`config.mk`:
```
export PLATFORM = sky130hd
export DESIGN_NAME = vga_reg_exec
export DESIGN_NICKNAME = d
export VERILOG_FILES = /design/src/rtl/vga_regs_pkg.sv /design/src/rtl/vga_cursor_ctr.sv /design/src/rtl/vga_reg_exec.sv
export SDC_FILE = /design/constraint.sdc
export NUM_CORES = 1
export LEC_CHECK = 0
export ABC_CLOCK_PERIOD_IN_PS = 2600
export CORE_MARGIN = 2
export CORE_UTILIZATION = 40
export CTS_BUF_LIST = sky130_fd_sc_hd__clkbuf_16
export CTS_CLUSTER_SIZE = 14
export DETAILED_ROUTE_END_ITERATION = 10
export DONT_BUFFER_PORTS = 1
export PLACE_DENSITY_LB_ADDON = 0.08
export SETUP_SLACK_MARGIN = 0.15
export SYNTH_ARGS = -nofsm -noshare
export SYNTH_HDL_FRONTEND = slang
export SYNTH_SLANG_ARGS = --single-unit
export TNS_END_PERCENT = 10
```
`constraint.sdc`:
```
create_clock -name i_clk -period 2.6 [get_ports i_clk]
set_input_delay 0.13 -clock i_clk [delete_from_list [all_inputs] [get_ports i_clk]]
set_output_delay 0.13 -clock i_clk [all_outputs]
set_load 0.05 [all_outputs]
```
`src/rtl/vga_regs_pkg.sv`:
```
// Shared definitions for the VGA text controller register executor:
// command codes, register bit positions, defaults and state encoding.
package vga_regs_pkg;

  localparam logic [7:0] CMD_STATUS = 8'h00;
  localparam logic [7:0] CMD_DATA   = 8'h01;
  localparam logic [7:0] CMD_CUR    = 8'h02;
  localparam logic [7:0] CMD_CUR_H  = 8'h03;
  localparam logic [7:0] CMD_CTRL   = 8'h04;

  localparam int unsigned CTRL_VIS   = 0;
  localparam int unsigned CTRL_BLINK = 1;
  localparam int unsigned CTRL_AUTO  = 2;
  localparam int unsigned CTRL_CLR   = 7;

  localparam int unsigned STS_READY = 0;
  localparam int unsigned STS_BUSY  = 1;
  localparam int unsigned STS_WRAP  = 2;
  localparam int unsigned STS_BAD   = 3;
  localparam int unsigned STS_OVR   = 4;

  localparam logic [7:0] CLR_CHAR_DEF = 8'h20;
  localparam logic [6:0] CTRL_RST     = 7'h07;

  typedef enum logic {
    S_IDLE,
    S_CLEAR
  } state_e;

endpackage

```
`src/rtl/vga_cursor_ctr.sv`:
```
// Cursor cell register: clear, range-checked load, and increment with
// wrap at the last cell of the screen.
module vga_cursor_ctr #(
  parameter int unsigned COLS  = 80,
  parameter int unsigned ROWS  = 30,
  parameter int unsigned ADR_W = 12
) (
  input  logic             i_clk,
  input  logic             i_rst_n,
  input  logic             i_clr,
  input  logic             i_load,
  input  logic [ADR_W-1:0] i_load_val,
  input  logic             i_inc,
  output logic [ADR_W-1:0] o_cursor,
  output logic             o_wrap,
  output logic             o_bad
);

  localparam logic [ADR_W-1:0] LAST = ADR_W'(COLS * ROWS - 1);

  logic [ADR_W-1:0] cursor_q, cursor_d;

  assign o_bad  = i_load && (i_load_val > LAST);
  assign o_wrap = i_inc && !i_load && !i_clr && (cursor_q == LAST);

  always_comb begin
    cursor_d = cursor_q;
    if (i_clr) begin
      cursor_d = '0;
    end else if (i_load) begin
      cursor_d = o_bad ? '0 : i_load_val;
    end else if (i_inc) begin
      cursor_d = o_wrap ? '0 : cursor_q + 1'b1;
    end
  end

  always_ff @(posedge i_clk or negedge i_rst_n) begin
    if (!i_rst_n) cursor_q <= '0;
    else          cursor_q <= cursor_d;
  end

  assign o_cursor = cursor_q;

endmodule

```
`src/rtl/vga_reg_exec.sv`:
```
// Register/command executor for the VGA text controller: decodes strobes
// from the SPI front-end, owns cursor/ctrl/status and runs clear-screen.
module vga_reg_exec
  import vga_regs_pkg::*;
#(
  parameter int unsigned COLS     = 80,
  parameter int unsigned ROWS     = 30,
  parameter int unsigned ADR_W    = 12,
  parameter logic [7:0]  CLR_CHAR = CLR_CHAR_DEF
) (
  input  logic             i_clk,
  input  logic             i_rst_n,
  input  logic [7:0]       i_vga_cmd,
  input  logic [ADR_W-1:0] i_vga_cur_adr,
  input  logic [7:0]       i_vga_port,
  output logic [7:0]       o_vga_port,
  input  logic             i_vga_cs_h,
  input  logic             i_vga_rl_wh,
  output logic             o_vga_ready_h,
  output logic             o_ram_we,
  output logic [ADR_W-1:0] o_ram_adr,
  output logic [7:0]       o_ram_wdata,
  output logic [ADR_W-1:0] o_cursor,
  output logic [7:0]       o_ctrl
);

  localparam logic [ADR_W-1:0] LAST = ADR_W'(COLS * ROWS - 1);

  state_e           state_q, state_d;
  logic [6:0]       ctrl_q, ctrl_d;
  logic [2:0]       stk_q, stk_d;    // {overrun, bad cursor, wrap}
  logic [7:0]       port_q, port_d;
  logic             ram_we_q, ram_we_d;
  logic [ADR_W-1:0] ram_adr_q, ram_adr_d;
  logic [7:0]       ram_wdata_q, ram_wdata_d;
  logic [ADR_W-1:0] clr_cnt_q, clr_cnt_d;

  logic             idle, busy, wr_acc, rd_acc;
  logic             cur_clr, cur_load, cur_inc, cur_wrap, cur_bad;
  logic [ADR_W-1:0] cursor;
  logic [7:0]       status_rd;

  assign idle      = (state_q == S_IDLE);
  assign busy      = (state_q == S_CLEAR);
  assign wr_acc    = idle && i_vga_cs_h && i_vga_rl_wh;
  assign rd_acc    = idle && i_vga_cs_h && !i_vga_rl_wh;
  assign status_rd = {3'b000, stk_q, busy, idle};

  // Cursor controls kept outside the main decode so the wrap/bad flags
  // fed back from the counter do not form a combinational block loop.
  assign cur_load = wr_acc && (i_vga_cmd == CMD_CUR);
  assign cur_inc  = wr_acc && (i_vga_cmd == CMD_DATA) && ctrl_q[CTRL_AUTO];
  assign cur_clr  = busy && (clr_cnt_q == LAST);

  vga_cursor_ctr #(
    .COLS  (COLS),
    .ROWS  (ROWS),
    .ADR_W (ADR_W)
  ) u_cursor (
    .i_clk      (i_clk),
    .i_rst_n    (i_rst_n),
    .i_clr      (cur_clr),
    .i_load     (cur_load),
    .i_load_val (i_vga_cur_adr),
    .i_inc      (cur_inc),
    .o_cursor   (cursor),
    .o_wrap     (cur_wrap),
    .o_bad      (cur_bad)
  );

  always_comb begin
    state_d     = state_q;
    ctrl_d      = ctrl_q;
    stk_d       = stk_q;
    port_d      = port_q;
    ram_we_d    = 1'b0;
    ram_adr_d   = ram_adr_q;
    ram_wdata_d = ram_wdata_q;
    clr_cnt_d   = clr_cnt_q;

    case (state_q)
      S_IDLE: begin
        if (wr_acc) begin
          case (i_vga_cmd)
            CMD_DATA: begin
              ram_we_d    = 1'b1;
              ram_adr_d   = cursor;
              ram_wdata_d = i_vga_port;
              if (cur_wrap) stk_d[0] = 1'b1;
            end
            CMD_CUR: if (cur_bad) stk_d[1] = 1'b1;
            CMD_CTRL: begin
              ctrl_d = i_vga_port[6:0];
              if (i_vga_port[CTRL_CLR]) begin
                state_d   = S_CLEAR;
                clr_cnt_d = '0;
              end
            end
            CMD_STATUS: stk_d = stk_q & ~i_vga_port[STS_OVR:STS_WRAP];
            default: ;
          endcase
        end else if (rd_acc) begin
          case (i_vga_cmd)
            CMD_STATUS: port_d = status_rd;
            CMD_CUR:    port_d = 8'(cursor);
            CMD_CUR_H:  port_d = 8'(cursor >> 8);
            CMD_CTRL:   port_d = {busy, ctrl_q};
            default: ;
          endcase
        end
      end
      S_CLEAR: begin
        ram_we_d    = 1'b1;
        ram_adr_d   = clr_cnt_q;
        ram_wdata_d = CLR_CHAR;
        clr_cnt_d   = clr_cnt_q + 1'b1;
        if (clr_cnt_q == LAST) state_d = S_IDLE;
        if (i_vga_cs_h) stk_d[2] = 1'b1;
      end
      default: state_d = S_IDLE;
    endcase
  end

  always_ff @(posedge i_clk or negedge i_rst_n) begin
    if (!i_rst_n) begin
      state_q     <= S_IDLE;
      ctrl_q      <= CTRL_RST;
      stk_q       <= '0;
      port_q      <= '0;
      ram_we_q    <= 1'b0;
      ram_adr_q   <= '0;
      ram_wdata_q <= '0;
      clr_cnt_q   <= '0;
    end else begin
      state_q     <= state_d;
      ctrl_q      <= ctrl_d;
      stk_q       <= stk_d;
      port_q      <= port_d;
      ram_we_q    <= ram_we_d;
      ram_adr_q   <= ram_adr_d;
      ram_wdata_q <= ram_wdata_d;
      clr_cnt_q   <= clr_cnt_d;
    end
  end

  assign o_vga_port    = port_q;
  assign o_vga_ready_h = idle;
  assign o_ram_we      = ram_we_q;
  assign o_ram_adr     = ram_adr_q;
  assign o_ram_wdata   = ram_wdata_q;
  assign o_cursor      = cursor;
  assign o_ctrl        = {busy, ctrl_q};

endmodule

```
==> impl_metrics.json <==
{
  "port_buffers": 0,
  "ctsResizeCount": 0,
  "outcome": "complete, no violations",
  "yosys-top-cells-area": "dfrtp_1, nand2_1, a21oi_1, nand3_1, o21ai_0",
  "netSwitchingFraction_pct": 34.0,
  "period_needed_ps": 2180,
  "post-dp-hpwl_um": 7030,
  "p_int_uw": 2210,
  "syn-num-nets": 394,
  "vdd_drop_max_v": 0.000582,
  "cts_setup_buffers": 0,
  "worstPathRequired_ps": 2820,
  "finalClockSkew_ps": 4.19,
  "finalSetupTns_ps": 0,
  "met1_usage_pct": 29.5,
  "drive_gt1_share_pct": 18.1,
  "synth_cells": 360,
  "path_buf_inv": 1,
  "utilization_pct": 49.0,
  "place_congestion": 0.853,
  "die-area_sq_um": 9120,
  "cts.path.max_buffers": 2,
  "via_per_inst": 5.88,
  "ctsHtreeMaxLevel": 3,
  "cap_violations": 0,
  "fin_nets": 415,
  "synth_seq_area_share_pct": 48.0,
  "syn_area_per_cell_sq_um": 9.30,
  "combinationalPowerShare_pct": 11.7,
  "ys.flop_type": "dfrtp_1",
  "tightest_slew_ps": 580,
  "path_cells": "or4bb_1 -> nor4_1 -> buf_4 -> a21oi_1 -> o21bai_1 -> a21o_1",
  "async_flop_share_pct": 100,
  "powerDensity_nw_per_um2": 836,
  "ys_ff_latch": 64,
  "crit_family": "simple AND/OR/NAND/NOR gates",
  "root_buffer": "clkbuf_16",
  "post-route-period-util_pct": 83.7,
  "cp_data_arrival_time_ps": 2390,
  "wl_per_cell_um": 20.3,
  "setup_viol": 0,
  "min_path_type": "in -> reg",
  "fillers": 801,
  "grt_max_degree": 65,
  "antenna_found_initial": 0,
  "drt-initial-drc-count": 273,
  "cpPeakStageDelay_ps": 560,
  "wl_um": 9990,
  "relSlewSlack_pct": 61.4,
  "hold_viol_final": 0,
  "drc": 0,
  "worstSetupPathType": "reg -> reg",
  "cp_max_fo": 7,
  "cp-start-kind": "register",
  "yosys_warnings": 0,
  "synth_common_cells": "dfrtp_1, nand2_1, a21oi_1",
  "cts_sinks": 64,
  "gr-max-usage-layer": "met2",
  "gr-usage-all-layers_pct": 22.9,
  "insertedDiodeCount": 0,
  "grt_overflow": 0,
  "synthDominantCellAreaShare_pct": 45.6,
  "grt_pass1_wl_um": 15400,
  "yosysMostFrequentCell": "dfrtp_1",
  "rows": 33,
  "seqPwrFrac_pct": 50.1,
  "design.core.area_sq_um": 8180,
  "slowest_stage": "or4bb_1",
  "p_clk_share_pct": 38.2,
  "drtPass1Iterations": 4,
  "clkTransAtPathRegs_ps": 50,
  "rsz0062_at_grt": "no",
  "switchingPower_uw": 1140,
  "synth_area_leader_cell": "dfrtp_1",
  "fp.dieH_um": 95.5,
  "vias": 2889,
  "numCtsBuffers": 9,
  "drv_slew": 0,
  "initial_utilization_pct": 40.9,
  "fp.dieW_um": 95.5,
  "ys_types": 55,
  "ios": 82,
  "insertion_delay_ps": 330,
  "grt_use_met2_pct": 35.7,
  "fmax_mhz": 460,
  "netlist_area_sq_um": 3350,
  "grt_pass1_vias": 2808,
  "synth_edf_count": 0,
  "area_delta_synth_final_pct": 19.7,
  "ant_nets": 0,
  "cts_tree": "built",
  "grt.met3_usage_pct": 6.40,
  "end_kind": "register",
  "leakage_uw": 0.00169
}
-- worst reg2reg max path: stages, from the launching register on --
cell and delay (ps):
dfrtp_1 410, or4bb_1 560, nor4_1 400, buf_4 190, a21oi_1 110, o21bai_1 220, a21o_1 180
-- state kept, by name, indices dropped and copies added (netlist names), 3 cells and up --
signal	cells
u_cursor.o_cursor	12
ctrl_q	7
clr_cnt_q	12
o_ram_adr	12
o_ram_wdata	8
o_vga_port	8
stk_q	3
-- metrics by stage --
| step | setup slack (ps) | instance area [sq um] | cells | hold WS (ps) | power [uW] |
|---|---|---|---|---|---|
| after floorplan | 327 | 3350 | 360 | -166 | 1940 |
| after global placement | 452 | 3560 | 463 | -164 | 2040 |
| after detailed placement | 475 | 3560 | 463 | -163 | 2050 |
| after CTS | 462 | 4010 | 491 | 0.645 | 3360 |
| after global routing | 318 | 4010 | 491 | 6.56 | 3490 |
| final | 425 | 4010 | 491 | 5.72 | 3350 |
-- per-layer routing --
layer / vias to the layer above / wire, um
met1: 1399 / 4210
li1: 1362 / -
met2: 107 / 4800
met5: - / 0
met3: 21 / 755
met4: 0 / 214
-- worst paths after layout --
| check | startpoint | end | slack [ps] | cells after the start |
|---|---|---|---|---|
| setup / recovery | clr_cnt_q[9]$_DFFE_PN0P_ | u_cursor.o_cursor[10]$_DFFE_PN0P_ | 420 | 6 |
| hold / removal | i_vga_cur_adr[2] | u_cursor.o_cursor[2]$_DFFE_PN0P_ | 6 | 2 |
| setup reg to reg | clr_cnt_q[9]$_DFFE_PN0P_ | u_cursor.o_cursor[10]$_DFFE_PN0P_ | 420 | 6 |
| hold reg to reg | stk_q[1]$_DFFE_PN0P_ | stk_q[1]$_DFFE_PN0P_ | 490 | 2 |
| max in group asynchronous | i_rst_n | ctrl_q[2]$_DFFE_PN1P_ | 1950 | 2 |
| min in group asynchronous | i_rst_n | o_ram_wdata[1]$_DFFE_PN0P_ | 340 | 2 |
-- cell families (layout without fill, tap and decap cells) --
family          after synthesis  count (layout)  share of synthesized area, %
compound gates               97              97                          18.9
buf+inv                      35              61                          4.52
flops                        64              64                          48.0
fa+ha+maj                     2               2                         0.748
mux                          13              13                          4.15
simple gates                144             144                          22.4
xor+xnor                      5               5                          1.31
-- final cells by class --
cell class	instances	area [sq um]	share of cell area, %
Clock inverter	7	87.6	2.19
Timing Repair Buffer	35	310	7.75
Clock buffer	9	225	5.62
Inverter	10	37.5	0.937
Sequential cell	64	1610	40.1
Multi-Input combinational cell	261	1610	40.2
Tap cell	105	131	3.28
-- cells in the final DEF, fill, tap and decap left out, drive strengths merged, types with 4 or more instances in the layout --
cell type and n:
nand4 4, mux2 7, o211ai 4, a22oi 5, and3 5, o21ba 9
dfrtp 61, inv 11, a21oi 26, xnor2 4, nand2 55, a31oi 4
dlygate4sd3 11, nand3 22, o21ai 22, nor2 17, mux2i 6, clkbuf 9
o22ai 13, nor4 4, nor3 10, buf 24
-- power by group through the flow --
| stage | Combinational, uW | Sequential [uW] | Clock (uW) |
|---|---|---|---|
| floorplan | 336 | 1600 | 0 |
| global placement | 345 | 1700 | 0 |
| detailed placement | 349 | 1700 | 0 |
| CTS | 396 | 1680 | 1290 |
| global route | 443 | 1710 | 1330 |
| finish | 392 | 1680 | 1280 |
-- what timing repair did --
action	in CTS	in global routing
hold endpoints to repair	83	0
hold buffers	12	0
endpoints found under the setup margin	0	0
Note: power is estimated with default switching activity, not from simulation.
